### src/rtl/unita_ctrl_5.sv
// Weight-load and per-slice fetch/stream sequencer for one 5x5 conv unit.
// Optional UNITA_CTRL_IFM_HANDSHAKE_EN: ifm_valid gates pixel acceptance.
module unita_ctrl_5 #(
    parameter int IFM_SIZE          = 5,
    parameter int KERNAL_SIZE       = 5,
    parameter int NUMBER_OF_FILTERS = 100,
    parameter int CEIL_DEPTH        = 10,
    parameter int ADDRESS_SIZE_WM   =
        $clog2(KERNAL_SIZE * KERNAL_SIZE * NUMBER_OF_FILTERS * CEIL_DEPTH)
) (
    input  logic                       clk,
    input  logic                       reset,
    input  logic                       wm_load,
    input  logic                       riscv_wr_valid,
    input  logic                       start,
    input  logic                       ifm_valid,
    output logic                       ifm_ready,
    output logic [ADDRESS_SIZE_WM-1:0] wm_address,
    output logic                       wm_enable_write,
    output logic                       wm_enable_read,
    output logic                       wm_fifo_enable,
    output logic                       fifo_enable,
    output logic                       conv_enable,
    output logic                       busy,
    output logic                       load_done,
    output logic                       done
);

    localparam int KK    = KERNAL_SIZE * KERNAL_SIZE;
    localparam int TOTAL = KK * NUMBER_OF_FILTERS * CEIL_DEPTH;
    localparam int AW    = ADDRESS_SIZE_WM;
    localparam int WW    = $clog2(TOTAL) + 1;
    localparam int KW    = $clog2(KK) + 1;
    localparam int FW    = $clog2(NUMBER_OF_FILTERS) + 1;
    localparam int DW    = $clog2(CEIL_DEPTH) + 1;
    localparam int PW    = $clog2(IFM_SIZE) + 1;

    localparam logic [WW-1:0] WR_END   = WW'(TOTAL);
    localparam logic [KW-1:0] K_LAST   = KW'(KK - 1);
    localparam logic [FW-1:0] F_LAST   = FW'(NUMBER_OF_FILTERS - 1);
    localparam logic [DW-1:0] D_LAST   = DW'(CEIL_DEPTH - 1);
    localparam logic [PW-1:0] P_LAST   = PW'(IFM_SIZE - 1);
    localparam logic [PW-1:0] WIN_MIN  = PW'(KERNAL_SIZE - 1);
    localparam logic [AW-1:0] SLICE_SZ = AW'(KK);

    typedef enum logic [2:0] {
        S_IDLE,
        S_LOAD,
        S_FETCH,
        S_STREAM,
        S_DONE
    } state_t;

    state_t        state;
    state_t        state_nxt;
    logic [WW-1:0] wr_cnt;
    logic [KW-1:0] k_cnt;
    logic [FW-1:0] filter;
    logic [DW-1:0] depth;
    logic [PW-1:0] row;
    logic [PW-1:0] col;
    logic [AW-1:0] base;
    logic          rd_q;
    logic          conv_q;
    logic          pix_ok;
    logic          accept;
    logic          slice_end;
    logic          pass_end;
    logic          win_ok;

`ifdef UNITA_CTRL_IFM_HANDSHAKE_EN
    assign pix_ok = ifm_valid;
`else
    logic ifm_valid_unused;
    assign ifm_valid_unused = ifm_valid;
    assign pix_ok           = 1'b1;
`endif

    assign slice_end = (row == P_LAST) && (col == P_LAST);
    assign pass_end  = slice_end && (depth == D_LAST) && (filter == F_LAST);
    assign win_ok    = (row >= WIN_MIN) && (col >= WIN_MIN);

    assign wm_fifo_enable = rd_q;
    assign conv_enable    = conv_q;

    always_ff @(posedge clk or negedge reset) begin
        if (!reset) begin
            state <= S_IDLE;
        end else begin
            state <= state_nxt;
        end
    end

    always_comb begin
        state_nxt       = state;
        wm_address      = '0;
        wm_enable_write = 1'b0;
        wm_enable_read  = 1'b0;
        ifm_ready       = 1'b0;
        fifo_enable     = 1'b0;
        load_done       = 1'b0;
        done            = 1'b0;
        busy            = 1'b1;
        accept          = 1'b0;
        unique case (state)
            S_IDLE: begin
                busy = 1'b0;
                if (wm_load) begin
                    state_nxt = S_LOAD;
                end else if (start) begin
                    state_nxt = S_FETCH;
                end
            end
            S_LOAD: begin
                if (wr_cnt == WR_END) begin
                    load_done = 1'b1;
                    state_nxt = S_IDLE;
                end else if (riscv_wr_valid) begin
                    wm_enable_write = 1'b1;
                    wm_address      = wr_cnt[AW-1:0];
                end
            end
            S_FETCH: begin
                wm_enable_read = 1'b1;
                wm_address     = base + AW'(k_cnt);
                if (k_cnt == K_LAST) begin
                    state_nxt = S_STREAM;
                end
            end
            S_STREAM: begin
                ifm_ready   = 1'b1;
                accept      = pix_ok;
                fifo_enable = pix_ok;
                if (pix_ok && pass_end) begin
                    state_nxt = S_DONE;
                end else if (pix_ok && slice_end) begin
                    state_nxt = S_FETCH;
                end
            end
            S_DONE: begin
                done      = 1'b1;
                state_nxt = S_IDLE;
            end
            default: state_nxt = S_IDLE;
        endcase
    end

    always_ff @(posedge clk or negedge reset) begin
        if (!reset) begin
            wr_cnt <= '0;
            k_cnt  <= '0;
            filter <= '0;
            depth  <= '0;
            row    <= '0;
            col    <= '0;
            base   <= '0;
            rd_q   <= 1'b0;
            conv_q <= 1'b0;
        end else begin
            rd_q   <= wm_enable_read;
            conv_q <= accept && win_ok;
            unique case (state)
                S_IDLE: begin
                    k_cnt  <= '0;
                    filter <= '0;
                    depth  <= '0;
                    row    <= '0;
                    col    <= '0;
                    base   <= '0;
                end
                S_LOAD: begin
                    if (wr_cnt == WR_END) begin
                        wr_cnt <= '0;
                    end else if (riscv_wr_valid) begin
                        wr_cnt <= wr_cnt + 1'b1;
                    end
                end
                S_FETCH: begin
                    k_cnt <= (k_cnt == K_LAST) ? '0 : k_cnt + 1'b1;
                end
                S_STREAM: begin
                    if (accept) begin
                        if (col != P_LAST) begin
                            col <= col + 1'b1;
                        end else if (row != P_LAST) begin
                            col <= '0;
                            row <= row + 1'b1;
                        end else begin
                            // slice finished: advance to next (filter, depth)
                            col  <= '0;
                            row  <= '0;
                            base <= base + SLICE_SZ;
                            if (depth == D_LAST) begin
                                depth  <= '0;
                                filter <= (filter == F_LAST) ? '0 : filter + 1'b1;
                            end else begin
                                depth <= depth + 1'b1;
                            end
                        end
                    end
                end
                default: ;
            endcase
        end
    end

endmodule

### config.mk
export PLATFORM = sky130hd
export DESIGN_NAME = unita_ctrl_5
export DESIGN_NICKNAME = d
export VERILOG_FILES = /design/src/rtl/unita_ctrl_5.sv
export SDC_FILE = /design/constraint.sdc
export NUM_CORES = 1
export LEC_CHECK = 0
export ABC_AREA = 1
export CORE_AREA = 2 2 125 127
export CTS_CLUSTER_SIZE = 12
export DETAILED_ROUTE_END_ITERATION = 8
export DIE_AREA = 0 0 127 129
export GPL_TIMING_DRIVEN = 0
export SYNTH_ARGS = -nofsm -noshare
export SYNTH_HDL_FRONTEND = slang
export SYNTH_SLANG_ARGS = --single-unit
### constraint.sdc
create_clock -name clk -period 2.75 [get_ports clk]
set_clock_uncertainty 0.2 [all_clocks]
set_input_delay 0.55 -clock clk [delete_from_list [all_inputs] [get_ports clk]]
set_output_delay 0.55 -clock clk [all_outputs]
set_load 0.05 [all_outputs]
==> impl_metrics.py, run 1 <==
metrics = {
    "timing": {
        "layout_setup_ws_ps": -220,
        "finalSetupViolCount": 7,
        "slew_headroom": 0.424,
        "fmax_mhz": 337,
        "worstMarginPinSlew_ps": 864,
        "period_minus_slack_ps": 2970,
        "rsz0062_at_grt": "yes",
        "finalSetupTns_ps": -945,
        "holdWs_ps": 127,
        "period_share": 1.08,
        "hold_viol_final": 0,
        "report.final.slew_viol_count": 0,
    },
    "detailed_routing": {
        "wl_met2_mm": 5.67,
        "wl_met3_um": 416,
        "detail-route-antenna-nets": 0,
        "maxUsedRoutingLayer": "met4",
        "vias": 4267,
        "avgRoutedWirePerCell_um": 13.8,
        "dr.pass1.iters": 5,
        "wirelength_mm": 12.1,
        "viasPerCell": 4.88,
        "drc_errors": 0,
        "met1_length_mm": 5.80,
        "first_iter_violations": 297,
    },
    "synthesis": {
        "synth-adder-area-share": 0.0555,
        "synthArstFlopShare": 1.00,
        "synthFlopType": "dfrtp_1",
        "synth_seq_cells": 63,
        "yosysTopAreaCell": "dfrtp_1",
        "yosys_warnings": 0,
        "synth_fp_nets": 650,
        "synthMuxAreaShare": 0.00226,
        "yosysTopAreaCellShare": 0.357,
        "synth_top_family_by_area": "simple AND/OR/NAND/NOR gates",
        "synth_edf_count": 0,
        "syn_avg_cell_area_um2": 7.07,
        "ys_types": 38,
        "synth-xor-area-share": 0.0376,
        "yosysMostFrequentCell": "nand2_1",
        "ys_seq_area_frac": 0.357,
        "synth-compound-area-share": 0.0957,
        "synthTopCellsByArea": "dfrtp_1 (36%), nand2_1 (15%), nand3_1 (8.4%)",
        "syn_area_um2": 4420,
        "synth_simple_gate_area_share": 0.375,
        "syn_inst": 625,
        "synthTopCellsByCount": "nand2_1 (174), nand3_1 (74), inv_1 (66), dfrtp_1 (63), nor2_1 (63)",
    },
    "floorplanning": {
        "num_io_pins": 30,
        "row_count": 45,
        "start_util": 0.295,
        "core_um2": 15000,
        "die_y_um": 129,
        "die-width_um": 127,
        "die_area_um2": 16400,
    },
    "pwr": {
        "leakagePower_nw": 2.60,
        "power_mw": 4.94,
        "powerDensity_nw_per_um2": 878,
        "ir_drop_uv": 718,
    },
    "place": {
        "dp_cells": 841,
        "place.gp.congestion": 0.843,
        "dpl.hpwl_mm": 8.37,
        "io_buffers": 28,
    },
    "worst_setup_path": {
        "cp.required_ps": 2000,
        "reg2reg_from": "state[2]$_DFFE_PN0P_",
        "start_kind": "flip-flop",
        "crit_chain": "ha_4 -> fa_2 -> nand2_2 -> nand2_2 -> nand3b_1 -> nand2_4 -> nand2_4 -> nor2_2 -> o21ai_2 -> buf_6",
        "cpPeakStageDelay_ps": 430,
        "crit_type": "flip-flop to output pin",
        "crit_start": "k_cnt[0]$_DFFE_PN0P_",
        "crit_path_end_kind": "output pin",
        "worstPathArrival_ps": 2220,
        "cp_slowest_cell": "dfrtp_2",
        "path_max_fanout": 6,
    },
    "clock_tree": {
        "clk_pin_slew_ps": 60,
        "cts_buffer_depth": 2,
        "cts_sinks": 63,
        "holdBufCountCts": 0,
        "cts_max_level": 3,
        "cts_tree": "yes",
        "cts_buffers": 9,
        "root_buffer": "clkbuf_16",
        "clk_latency_ps": 340,
    },
    "global_routing": {
        "grt_overflow": 0,
        "grt_pass1_vias": 4089,
        "antenna_found_initial": 0,
        "grt_pass1_wl_mm": 20.1,
        "grt_max_degree": 64,
        "track_usage": 0.154,
    },
    "status": {
        "run_status": "complete, but fails checks",
        "violations": "setup timing",
    },
    "finish": {
        "drive_gt1_frac": 0.221,
        "stdcell_count": 875,
        "n_antenna_cell": 0,
        "nNetsFinal": 708,
        "syn_to_final_growth_pct": 27.4,
    },
    "worst_hold_path": {
        "hp-class": "primary input to asynchronous set/reset pin",
    },
    "run": {
        "maxCapViolations": 0,
    },
}
[metrics by stage]
stage / util / area [µm²] / worst slack (ps)
finish: 0.376 / 5630 / -220
global route: 0.376 / 5630 / -292
CTS: 0.364 / 5450 / -160
detailed placement: 0.330 / 4950 / -709
global placement: 0.330 / 4950 / -1510
floorplan: - / 4430 / -207
[report_power, final]
group / total, mW / leakage [nW] / switching, mW / internal, mW
combinational: 2.54 / 1.64 / 1.62 / 0.919
clock: 1.05 / 0.127 / 0.454 / 0.601
sequential: 1.35 / 0.833 / 0.226 / 1.13
total: 4.94 / 2.60 / 2.30 / 2.65
[flip-flops by register name (all words and copies together) (netlist names)]
name / count
col: 4
conv_enable: 1
wr_cnt: 16
state: 3
depth: 5
wm_fifo_enable: 1
k_cnt: 6
base: 15
row: 4
filter: 8
[worst max-delay path, delay by kind of cell, from the launching register on]
family / cells / cell delay, ps
adder cells (fa/ha/maj): 2 / 520
buffers and inverters: 1 / 180
AO/OA/AOI/OAI: 1 / 190
flip-flops: 1 / 430
AND/OR/NAND/NOR: 6 / 540
[cell usage in the layout, fill, tap and decap left out, drive strengths merged]
| cell type | count |
|---|---|
| dlygate4sd2 | 1 |
| nor3 | 11 |
| nand3 | 77 |
| mux2i | 1 |
| clkbuf | 11 |
| o21ai | 45 |
| o31ai | 1 |
| a21boi | 1 |
| o22ai | 11 |
| clkdlybuf4s15 | 1 |
| nor3b | 1 |
| xor2 | 13 |
| xnor2 | 6 |
| inv | 67 |
| ha | 18 |
| and2 | 3 |
| clkdlybuf4s50 | 6 |
| dfrtp | 63 |
| o21a | 1 |
| a21oi | 15 |
| nand2 | 180 |
| o21bai | 1 |
| fa | 1 |
| nand4 | 16 |
| or2 | 3 |
| buf | 51 |
| nor2 | 69 |
| a221oi | 1 |
| clkinvlp | 2 |
| nand3b | 6 |
| clkinv | 4 |
[cells by family (layout without fill, tap and decap cells)]
kind of cell	after synthesis	count (layout)
buffers and inverters	81	143
xor gates and xnor gates	19	19
muxes	1	1
AOI/OAI and AO/OA	76	76
DFF	63	63
adders and majority gates	19	19
and+or+nand+nor	366	366
[repair_timing]
action | 4_1_cts | 5_1_grt
buffers inserted | 8 | 12
setup endpoints to repair | 22 | 18
pin swaps | 11 | 12
resized for setup | 185 | 28
[metal layers]
| metal | track usage | up-vias |
|---|---|---|
| met5 | 0 | - |
| met4 | 0.0498 | 0 |
| met3 | 0.0337 | 15 |
| met2 | 0.255 | 73 |
| met1 | 0.201 | 2003 |
| li1 | - | 2176 |
[worst paths after layout]
path | endpoint | slack [ps] | cells past startpoint
worst max-delay path | wm_address[8] | -220 | 10
worst min-delay path | wr_cnt[5]$_DFFE_PN0P_ | 130 | 1
worst max register to register | wr_cnt[12]$_DFFE_PN0P_ | 600 | 8
worst min register to register | filter[7]$_DFFE_PN0P_ | 330 | 2
max in group asynchronous | base[3]$_DFFE_PN0P_ | 1610 | 1
min in group clk | filter[7]$_DFFE_PN0P_ | 330 | 2
[final cells by class]
class	instances	area, µm²
repair buffers	48	432
clock inverters	6	38.8
inverters	67	254
flip-flops and latches	63	1590
well taps	188	235
plain buffers	13	104
clock buffers	9	225
fillers	1568	9340
multi-input cells	481	2750
(Power assumes the default switching activity.)
==> run 2: changes to the inputs <==
CAP_MARGIN = 0   (was not set)
MAX_ROUTING_LAYER = met4   (was not set)
==> impl_metrics.py, run 2 (same netlist as run 1, synthesis figures left out) <==
metrics = {
    "status": {
        "run_status": "complete, but fails checks",
        "violations": "setup timing",
    },
    "global_routing": {
        "antenna_found_initial": 0,
        "grt_pass1_wl_mm": 20.1,
        "grt_overflow": 0,
        "grt_max_degree": 64,
        "grt_pass1_vias": 4084,
        "track_usage": 0.159,
    },
    "finish": {
        "nNetsFinal": 708,
        "max_flop_register": "wr_cnt",
        "stdcell_area_um2": 5630,
        "top_regs": "wr_cnt (16), base (15), filter (8)",
        "layout_commonest_cell": "nand2_1",
        "n_antenna_cell": 0,
        "syn_to_final_growth_pct": 27.4,
        "largest_reg_flops": 16,
        "drive_gt1_frac": 0.221,
        "final_cell_mix": "nand2_1 (161), nand3_1 (68), inv_1 (62)",
    },
    "timing": {
        "finalSetupViolCount": 7,
        "fmax_mhz": 338,
        "hold_viol_final": 0,
        "rsz0062_at_grt": "yes",
        "finalSetupTns_ps": -890,
        "worstMarginPinSlew_ps": 851,
        "period_share": 1.08,
        "layout_setup_ws_ps": -210,
        "period_minus_slack_ps": 2960,
        "slew_headroom": 0.433,
        "report.final.slew_viol_count": 0,
    },
    "clock_tree": {
        "clk_latency_ps": 340,
        "root_buffer": "clkbuf_16",
        "cts_sinks": 63,
        "cts_tree": "yes",
        "clk_pin_slew_ps": 60,
        "cts_buffers": 9,
        "holdBufCountCts": 0,
        "cts_max_level": 3,
        "cts_buffer_depth": 2,
    },
    "detailed_routing": {
        "dr.pass1.iters": 5,
        "wirelength_mm": 12.1,
        "first_iter_violations": 291,
        "vias": 4271,
        "detail-route-antenna-nets": 0,
        "viasPerCell": 4.88,
        "avgRoutedWirePerCell_um": 13.8,
        "drc_errors": 0,
    },
    "floorplanning": {
        "die-width_um": 127,
        "num_io_pins": 30,
        "start_util": 0.295,
        "die_y_um": 129,
        "die_area_um2": 16400,
        "core_um2": 15000,
        "row_count": 45,
    },
    "worst_setup_path": {
        "worstPathArrival_ps": 2210,
        "crit_path_end_kind": "output pin",
        "cpPeakStageDelay_ps": 430,
        "r2r_setup_slack_ps": 570,
        "crit_type": "flip-flop to output pin",
        "start_kind": "flip-flop",
        "crit_chain": "ha_4 -> fa_2 -> nand2_2 -> nand2_2 -> nand3b_1 -> nand2_4 -> nand2_4 -> nor2_2 -> o21ai_2 -> buf_6",
        "path_max_fanout": 6,
        "cp.required_ps": 2000,
        "cp_slowest_cell": "dfrtp_2",
    },
    "place": {
        "io_buffers": 28,
        "dpl.hpwl_mm": 8.37,
        "postPlaceCellArea_um2": 4950,
        "place_ws_ps": -709,
        "place.gp.congestion": 0.856,
    },
    "run": {
        "maxCapViolations": 0,
    },
    "worst_hold_path": {
        "hp-class": "primary input to asynchronous set/reset pin",
    },
    "pwr": {
        "leakagePower_nw": 2.60,
        "ir_drop_uv": 716,
        "powerDensity_nw_per_um2": 878,
    },
}
[run 2: cell counts in the layout (fill, tap and decap cells not counted)]
Identical to the previous run, type by type.
[run 2: per-stage QoR]
step                      total power [mW]  std cells  hold WS [ps]  utilization
after floorplan                       2.91        625          54.4            -
after global placement                3.54        841           313        0.330
after detailed placement              3.55        841           318        0.330
after CTS                             4.84        864           156        0.364
after global routing                  5.29        875           192        0.376
final                                 4.94        875           111        0.376
[run 2: power breakdown]
group	switching [mW]	internal [mW]
combinational	1.62	0.919
sequential	0.228	1.13
clock	0.451	0.601
total	2.30	2.65
[run 2: routing by layer]
layer  global-route usage  vias up  share of wire
met5                    -        -              0
met4               0.0498        0          0.015
met3               0.0337       15          0.032
met2                0.254       69           0.47
met1                0.202     2017           0.48
li1                     -     2170              -
[run 2: final timing paths]
kind                       cells past startpoint                     end             startpoint
setup / recovery                              10           wm_address[8]   k_cnt[0]$_DFFE_PN0P_
min in group clk                               2   filter[7]$_DFFE_PN0P_  filter[7]$_DFFE_PN0P_
max in group asynchronous                      1     base[3]$_DFFE_PN0P_                  reset
hold / removal                                 1  wr_cnt[11]$_DFFE_PN0P_                  reset
setup reg to reg                               8  wr_cnt[12]$_DFFE_PN0P_   state[2]$_DFFE_PN0P_
hold reg to reg                                2   filter[7]$_DFFE_PN0P_  filter[7]$_DFFE_PN0P_
[run 2: layout make-up]
class / count / area, µm²
Multi-Input combinational cell: 481 / 2750
Tap cell: 188 / 235
Fill cell: 1568 / 9340
Timing Repair Buffer: 48 / 432
Buffer: 13 / 104
Inverter: 67 / 254
Clock buffer: 9 / 225
Clock inverter: 6 / 38.8
Sequential cell: 63 / 1590
[run 2: critical path: cells and delay by family, from the launching register on]
family          cells  cell delay (ps)
buf+inv             1              180
simple gates        6              530
fa+ha+maj           2              520
flops               1              430
compound gates      1              190
[run 2: repair_timing]
| item | 4_1_cts | 5_1_grt |
|---|---|---|
| resized for setup | 185 | 28 |
| setup endpoints to repair | 22 | 18 |
| pin swaps | 11 | 12 |
| hold endpoints to repair | 0 | 0 |
| buffers inserted | 8 | 12 |
| cloned | 0 | 0 |
